===== src/rtl/circuito_exp4_desafio_pkg.sv =====
// ---------------------------------------------------------------------------
// circuito_exp4_desafio_pkg
// Shared definitions for the memory-game core:
//   - state_t   : FSM state encoding (the code is also shown on db_estado)
//   - rom_word  : contents of the fixed 16x4 sequence ROM
// ---------------------------------------------------------------------------
package circuito_exp4_desafio_pkg;

  typedef enum logic [3:0] {
    ST_INICIAL     = 4'h0,
    ST_PREPARACAO  = 4'h1,
    ST_REGISTRA    = 4'h4,
    ST_COMPARACAO  = 4'h5,
    ST_PROXIMO     = 4'h6,
    ST_FIM_ACERTOU = 4'hA,
    ST_FIM_ERROU   = 4'hE
  } state_t;

  localparam logic [3:0] LAST_ADDR = 4'hF;

  // Expected sequence the player must reproduce, one word per address.
  function automatic logic [3:0] rom_word(input logic [3:0] addr);
    logic [3:0] word;
    case (addr)
      4'h0: word = 4'h1;
      4'h1: word = 4'h2;
      4'h2: word = 4'h4;
      4'h3: word = 4'h8;
      4'h4: word = 4'h4;
      4'h5: word = 4'h2;
      4'h6: word = 4'h1;
      4'h7: word = 4'h1;
      4'h8: word = 4'h2;
      4'h9: word = 4'h2;
      4'hA: word = 4'h4;
      4'hB: word = 4'h4;
      4'hC: word = 4'h8;
      4'hD: word = 4'h8;
      4'hE: word = 4'h1;
      default: word = 4'h4;
    endcase
    return word;
  endfunction

endpackage


===== src/rtl/hexa7seg.sv =====
// ---------------------------------------------------------------------------
// hexa7seg
// Hex digit to 7-segment decoder, active-low, bit order gfedcba.
//   hexa    in  4  value to display
//   display out 7  segment pattern (0 = segment lit)
// ---------------------------------------------------------------------------
module hexa7seg (
  input  logic [3:0] hexa,
  output logic [6:0] display
);

  always_comb begin
    display = 7'b1111111;
    case (hexa)
      4'h0: display = 7'b1000000;
      4'h1: display = 7'b1111001;
      4'h2: display = 7'b0100100;
      4'h3: display = 7'b0110000;
      4'h4: display = 7'b0011001;
      4'h5: display = 7'b0010010;
      4'h6: display = 7'b0000010;
      4'h7: display = 7'b1111000;
      4'h8: display = 7'b0000000;
      4'h9: display = 7'b0010000;
      4'hA: display = 7'b0001000;
      4'hB: display = 7'b0000011;
      4'hC: display = 7'b1000110;
      4'hD: display = 7'b0100001;
      4'hE: display = 7'b0000110;
      default: display = 7'b0001110;
    endcase
  end

endmodule


===== src/rtl/circuito_exp4_desafio_core.sv =====
// ---------------------------------------------------------------------------
// circuito_exp4_desafio_core
// Memory game: the player enters 16 values on chaves, each compared against a
// fixed ROM sequence. Any mismatch ends the game in FIM_ERROU, sixteen
// matches end it in FIM_ACERTOU.
//   clock        in   system clock, rising edge
//   reset        in   asynchronous, active-low
//   iniciar      in   start / restart request
//   chaves       in 4 player entry
//   pronto       out  game over
//   acertou      out  game won
//   errou        out  game lost
//   db_igual     out  registered entry == ROM[counter]
//   db_iniciar   out  copy of iniciar
//   db_contagem  out 7 7-seg of address counter
//   db_memoria   out 7 7-seg of current ROM word
//   db_chaves    out 7 7-seg of registered entry
//   db_estado    out 7 7-seg of FSM state code
// ---------------------------------------------------------------------------
module circuito_exp4_desafio_core
  import circuito_exp4_desafio_pkg::*;
(
  input  logic       clock,
  input  logic       reset,
  input  logic       iniciar,
  input  logic [3:0] chaves,
  output logic       pronto,
  output logic       acertou,
  output logic       errou,
  output logic       db_igual,
  output logic       db_iniciar,
  output logic [6:0] db_contagem,
  output logic [6:0] db_memoria,
  output logic [6:0] db_chaves,
  output logic [6:0] db_estado
);

  state_t     state_q, state_d;
  logic [3:0] contagem_q, contagem_d;
  logic [3:0] registro_q, registro_d;
  logic       pronto_q, pronto_d;
  logic       acertou_q, acertou_d;
  logic       errou_q, errou_d;
  logic [3:0] memoria;

  assign memoria  = rom_word(contagem_q);
  assign db_igual = (registro_q == memoria);

  always_comb begin
    state_d    = state_q;
    contagem_d = contagem_q;
    registro_d = registro_q;

    case (state_q)
      ST_INICIAL: begin
        if (iniciar) state_d = ST_PREPARACAO;
      end
      ST_PREPARACAO: begin
        contagem_d = 4'h0;
        registro_d = 4'h0;
        state_d    = ST_REGISTRA;
      end
      ST_REGISTRA: begin
        registro_d = chaves;
        state_d    = ST_COMPARACAO;
      end
      ST_COMPARACAO: begin
        if (!db_igual)                     state_d = ST_FIM_ERROU;
        else if (contagem_q == LAST_ADDR)  state_d = ST_FIM_ACERTOU;
        else                               state_d = ST_PROXIMO;
      end
      ST_PROXIMO: begin
        // Address 15 never reaches this state, so the counter cannot wrap.
        contagem_d = contagem_q + 4'h1;
        state_d    = ST_REGISTRA;
      end
      ST_FIM_ACERTOU, ST_FIM_ERROU: begin
        if (iniciar) state_d = ST_PREPARACAO;
      end
      default: state_d = ST_INICIAL;
    endcase

    // Flags are registered from the next state so they line up with state_q.
    pronto_d  = (state_d == ST_FIM_ACERTOU) || (state_d == ST_FIM_ERROU);
    acertou_d = (state_d == ST_FIM_ACERTOU);
    errou_d   = (state_d == ST_FIM_ERROU);
  end

  always_ff @(posedge clock or negedge reset) begin
    if (!reset) begin
      state_q    <= ST_INICIAL;
      contagem_q <= 4'h0;
      registro_q <= 4'h0;
      pronto_q   <= 1'b0;
      acertou_q  <= 1'b0;
      errou_q    <= 1'b0;
    end else begin
      state_q    <= state_d;
      contagem_q <= contagem_d;
      registro_q <= registro_d;
      pronto_q   <= pronto_d;
      acertou_q  <= acertou_d;
      errou_q    <= errou_d;
    end
  end

  assign pronto     = pronto_q;
  assign acertou    = acertou_q;
  assign errou      = errou_q;
  assign db_iniciar = iniciar;

  // Four debug displays: counter, ROM word, entry register, state code.
  logic [3:0] hex_in  [4];
  logic [6:0] seg_out [4];

  assign hex_in[0] = contagem_q;
  assign hex_in[1] = memoria;
  assign hex_in[2] = registro_q;
  assign hex_in[3] = state_q;

  generate
    for (genvar gi = 0; gi < 4; gi++) begin : g_hex
      hexa7seg u_hexa7seg (
        .hexa    (hex_in[gi]),
        .display (seg_out[gi])
      );
    end
  endgenerate

  assign db_contagem = seg_out[0];
  assign db_memoria  = seg_out[1];
  assign db_chaves   = seg_out[2];
  assign db_estado   = seg_out[3];

endmodule


===== config.mk =====
export PLATFORM = sky130hd
export DESIGN_NAME = circuito_exp4_desafio_core
export DESIGN_NICKNAME = d
export VERILOG_FILES = /design/src/rtl/circuito_exp4_desafio_pkg.sv /design/src/rtl/hexa7seg.sv /design/src/rtl/circuito_exp4_desafio_core.sv
export SDC_FILE = /design/constraint.sdc
export NUM_CORES = 1
export LEC_CHECK = 0
export CORE_MARGIN = 10
export CORE_UTILIZATION = 48
export DETAILED_ROUTE_END_ITERATION = 10
export HOLD_SLACK_MARGIN = 0.03
export PLACE_DENSITY = 0.78
export SYNTH_ARGS = -nofsm -noshare
export SYNTH_HDL_FRONTEND = slang
export SYNTH_HIERARCHICAL = 1
export SYNTH_SLANG_ARGS = --single-unit

===== constraint.sdc =====
create_clock -name clock -period 2.7 [get_ports clock]
set_input_delay 0.54 -clock clock [delete_from_list [all_inputs] [get_ports clock]]
set_output_delay 0.54 -clock clock [all_outputs]
set_load 0.05 [all_outputs]

# After elaboration in Yosys (flattened, before gate mapping)
# Memory sizes are Yosys's and may differ from the RTL's.
# Index checks and enable logic that the tools add are counted.
[word_totals] ff_bits=15 rom_bits=512 out_inout_bits=33 wordCells=34 mem_count=5
[op_classes] add_sub_neg=1 n_eq_ne=10 mux=6 reduce_logical=6
[memory_table] memory="(no name shown)" depth=16 word_bits=7 rd=1 rd_clocked_by_memory_dff=0 write_ports=0 line_no="hexa7seg.sv:14" rtl="case (hexa)"
[memory_table] memory="(no name shown)" depth=16 word_bits=7 rd=1 rd_clocked_by_memory_dff=0 write_ports=0 line_no="hexa7seg.sv:14"
[memory_table] memory="(no name shown)" depth=16 word_bits=7 rd=1 rd_clocked_by_memory_dff=0 write_ports=0 line_no="hexa7seg.sv:14"
[memory_table] memory="(no name shown)" depth=16 word_bits=7 rd=1 rd_clocked_by_memory_dff=0 write_ports=0 line_no="hexa7seg.sv:14"
[memory_table] memory="(no name shown)" depth=16 word_bits=4 rd=1 rd_clocked_by_memory_dff=0 write_ports=0 line_no="circuito_exp4_desafio_pkg.sv:24" rtl="case (addr)"
[ops] cell="4-bit == test, second input constant" n=5
[ops] cell="4-bit case mux with 2 select lines" n=2
[ops] cell="4-bit case mux with 4 select lines" n=1
[ops] cell="4-bit by 3-bit == test with 1-bit output, second input constant" n=3
[ops] cell="4-bit 2-to-1 mux" n=3
[ops] cell="4-bit by 1-bit adder with 4-bit output, second input constant" n=1
[ops] cell="4-bit by 1-bit == test with 1-bit output, second input constant" n=1
[ops] cell="4-bit == test" n=1
[ops] cell="4-bit zero test" n=1
[ops] cell="2-bit nonzero test" n=2
[ops] cell="3-bit OR reduction" n=1
[ops] cell="2-bit OR reduction" n=1
[ops] cell="1-bit logical OR" n=1

# Depth between registers and ports, before layout
[depth] ltp_word=6 depth_mapped=10 mapped_depth_nobuf=10

# Hierarchy
# The synthesis kept the hierarchy.
[by_module_without_submodules] module="hexa7seg" n_inst=4 cells_each=32 area_each_um2=275.3
[by_module_without_submodules] module="circuito_exp4_desafio_core" n_inst=1 cells_each=102 area_each_um2=996.0

# Least setup slack after synthesis
# Ideal clock, no wire load.
[synth_path] kind="flip-flop to output port" start="register contagem_q[1]" end="output port db_memoria[0]" arrival_time_ns=2.729 required_ns=2.160 slack_ns=-0.569 path_stages_with_launch=9 path_buffers=0 path_cell_list="dfrtp_1 -> inv_1 -> ha_1 -> and2b_2 -> nor2_1 -> a21oi_1 -> ha_1 -> mux2i_1 -> o21ai_0"
[synth_between] elab_chain_len=2
[synth_rtl] item="from (decl)" line_no="circuito_exp4_desafio_core.sv:39" rtl="logic [3:0] contagem_q, contagem_d;"
[synth_rtl] item="from (signal assigned)" line_no="circuito_exp4_desafio_core.sv:99" rtl="contagem_q <= contagem_d;"
[synth_rtl] item="memory read 16 x 4 bit"
[synth_rtl] item="via memoria[0]" line_no="circuito_exp4_desafio_core.sv:44" rtl="logic [3:0] memoria;"
[synth_rtl] item="memory read 16 x 7 bit"
[synth_rtl] item="to (decl)" line_no="circuito_exp4_desafio_core.sv:33" rtl="output logic [6:0] db_memoria,"
# The timed path passes the listed nets, and every way through them passes these cells.

# Worst setup path in the final report
[layout_path] start="register contagem_q[0]" end="output port db_memoria[0]"
# Same word-level chain as after synthesis.

==> run summary <==
The run finished, with violations left. The final reports fail on negative setup slack. The post-synthesis instance total is 230.

The net count of the finished layout is 344. The finished layout cell area came out at 3140 µm². The number of nets handed over by synthesis was 270.

The floorplan step set the die width to around 86 µm. The slew at the pin with the worst max-slew slack came out at 0.721 ns. The endpoint kind of the worst setup timing path is an output port.

Summing all placed instances gives a cell area of roughly 2700 µm². The DRC violations left is 0. The detailed-router iteration count before antenna repair came out at 4. The deepest clock path buffer count came out at 2. The worst endpoint data arrival time came out at about 2.4 ns. The biggest area contributor in the post-synthesis netlist is sky130_fd_sc_hd__ha_1. The worst hold path terminates at contagem_q[2]. The number of max-capacitance violations reported came out at 0. The floorplan core area came out at ~4100 µm². The starting DRC count in detailed routing is about 110. Leaving out fill and tap cells, the most frequent cell in the layout is sky130_fd_sc_hd__buf_4.

The number of input and output port buffers inserted is 39. The maximum fanout count along the critical path came out at 4. Once the floorplan was initialized, standard cells occupied around half of the core. In the final layout, flip-flops and latches occupy 378 µm². In this run the vertical extent of the chip is 86.1 µm. The setup path with the least slack is of type register to output port. The total die area is 7410 µm². The final setup skew is 0.00405 ns. The placed wire-length estimate came out at about 4000 µm. The final-report max-slew violation count came out at 0. TritonCTS built the clock tree. The count of boundary I/O pins is 40.

Clock tree synthesis found a total of 15 sinks. The number of diodes came out at 0. The worst reg-to-reg path cell count came out at 13. The number of stages on the worst hold path is 2. The number of storage elements in the synthesis netlist is 15. The via count of the first global-routing pass came out at ~2,000. Counting stages on the worst path, the most repeated cell is sky130_fd_sc_hd__and2b_2.

The area growth from synthesis to final layout is 49.6%. The per-cell routed wire length is about 16 µm. The footprint of the multi-input gates is around 1700 µm². The sequential cell area fraction in the yosys report came out at between 10% and 20%. Setup violations remaining at the end of the flow were counted as 7. After layout, the minimum clock period comes to approximately 3 ns.

After layout, the worst setup slack is -0.247 ns. Using the TritonRoute via totals, the vias-per-cell ratio works out to about 5.6. The latest clock arrival within the worst-skew pair is 0.25 ns. After synthesis, the largest area contributor takes up 19.7% of total cell area. The tightest slew margin relative to the limit is between 50 and 60%. The post-synth design cell area is between 2000 and 2500 µm². In this run the core area contains 23 standard-cell rows.

The startpoint type of the worst setup path is a register. The required time reported for the critical path endpoint is between 2 and 2.5 ns. The cell at the root of the clock tree is sky130_fd_sc_hd__clkbuf_8. The routability congestion estimate is a little over 0.8. The clock input transition at the sequential cells of the worst setup and hold paths came out at about 0.06 ns. In this run the critical register-to-register path is captured at acertou. Of the available clock period, the critical path in the final layout requires 109%.

In the global route stage, overall resource usage came out at between 10 and 15%. The overall routed net length is 5720 µm. The initial antenna violation count was 0. The top cell types in the final layout, fill and taps aside, are sky130_fd_sc_hd__buf_4, sky130_fd_sc_hd__nor2_1, sky130_fd_sc_hd__ha_1. Ranked by total cell area, the synthesized netlist is headed by sky130_fd_sc_hd__ha_1, sky130_fd_sc_hd__dfrtp_1, sky130_fd_sc_hd__mux2i_1.

The total number of yosys warnings came out at 6. Of the cells placed in the final design, the portion with a size suffix greater than 1 is around 41%. The highest achievable clock rate is between 300 and 400 MHz. The pin count of the biggest net entering global routing came out at 21. The average instance area after synthesis came out at 9.12 µm². The routed layout has 1,961 vias.

Setup repair after global routing could not meet its margin everywhere. The worst register-to-register path begins at contagem_q[0]. The global-route wire length before repair is between 9000 and 10,000 µm. The layout has 270 filler cells. Broken down by cell family, the worst path's largest delay share belongs to simple AND/OR/NAND/NOR gates. The distinct cell type count of the synthesized netlist came out at 37. Traced cell by cell, the critical path runs through inv_4 > ha_4 > and2b_2 > nor2_4 > a21oi_4 > ha_2 > and2b_2 > or3b_4 > o21ai_4 > buf_12. The final number of hold-violating endpoints came out at 0.

In this run the number of H-tree levels came out at 1. The slowest library cell on the worst path is sky130_fd_sc_hd__dfrtp_2. The tightest min-delay check is of the register to register type. The highest cell delay on the worst timing path is around 0.44 ns. The global route total overflow is 0. Counting both buffers and inverters, the worst setup path holds a total of 2. The antenna violation net count after detailed routing is 0. In this run the register-to-register setup slack is 0.47 ns. The launch point of the worst hold path is contagem_q[2].

The total CTS buffers is 3.
-- cells in the mapped netlist (all sizes together) --
library cell and number:
nor3b 2, a22oi 5, a311oi 1, clkbuf 4, ha 33, o22a 3, mux2 5, and2 1
a32o 5, a31oi 3, or2b 1, o21ai 14, a221oi 1, buf 10, a22o 8, nand2 11
and3 1, o22ai 2, inv 20, nor4b 2, a211oi 1, or3b 5, nor3 2, and2b 5
dfrtp 15, xor2 2, a21oi 13, nand3 3, nor2 28, mux2i 17, xnor2 2, mux4 5
-- tightest hold or removal path, stage by stage (launching register included) --
cell and delay (ns):
sky130_fd_sc_hd__dfrtp_1 0.37, sky130_fd_sc_hd__buf_4 0.16, sky130_fd_sc_hd__o22a_1 0.14
-- repair_timing --
item | CTS | global route
pin swaps | 8 | 11
buffers inserted | 12 | 8
resized for setup | 25 | 19
hold buffers | 0 | 0
endpoints found under the setup margin | 8 | 10
-- worst max path at each step --
| stage | start | end | slack (ns) | depth (start not counted) |
|---|---|---|---|---|
| 2_1_floorplan | contagem_q[1] | db_memoria[3] | 0.003 | 9 |
| 3_3_place_gp | contagem_q[0] | db_memoria[0] | 0.08 | 10 |
| 3_5_place_dp | contagem_q[0] | db_memoria[3] | 0.003 | 10 |
| 4_1_cts | contagem_q[1] | db_memoria[3] | -0.20 | 10 |
| 5_1_grt | contagem_q[0] | db_memoria[0] | -0.33 | 10 |
| 6_report | contagem_q[0] | db_memoria[0] | -0.25 | 10 |
-- registers in the layout, summed over array words and instances (netlist names) --
name / cells
contagem_q: 4
acertou: 1
registro_q: 4
pronto: 1
state_q: 4
errou: 1
-- final cells by class --
type	instances	area share (%)
multi-input cells	181	54.2
repair buffers	83	27.8
flip-flops and latches	15	12.0
inverters	20	2.55
well taps	50	1.99
clock buffers	4	1.44
-- metrics by stage --
step           hold slack, ns  TNS, ns  std cells  worst slack, ns  utilization (%)
2_1_floorplan           0.244        0        230          0.00279                -
3_3_place_gp            0.577        0        329           0.0823             66.2
3_5_place_dp            0.595        0        329          0.00303             66.2
4_1_cts                 0.699   -0.731        345           -0.195             72.1
5_1_grt                 0.738    -1.78        353           -0.333             76.2
6_report                0.702   -0.988        353           -0.247             76.2
-- logic make-up (layout without fill, tap and decap cells) --
family          after synthesis  after routing  share of synthesized area (%)
simple gates                 61             61                           15.6
compound gates               56             56                           18.5
buf+inv                      34            107                           9.73
fa+ha+maj                    33             33                           19.7
mux                          27             27                           16.9
flops                        15             15                           17.9
xor+xnor                      4              4                           1.67
-- per-layer routing --
metal / vias to the layer above / track usage (%) / wire length [µm]
met2: 43 / 27.0 / 3100
met3: 8 / 2.74 / 244
met5: - / 0 / 0
met4: 0 / 2.99 / 72
li1: 963 / - / -
met1: 947 / 16.6 / 2310
Power is not shown: default switching activity piles up to over one toggle a cycle in this logic, so the estimate is an artifact.
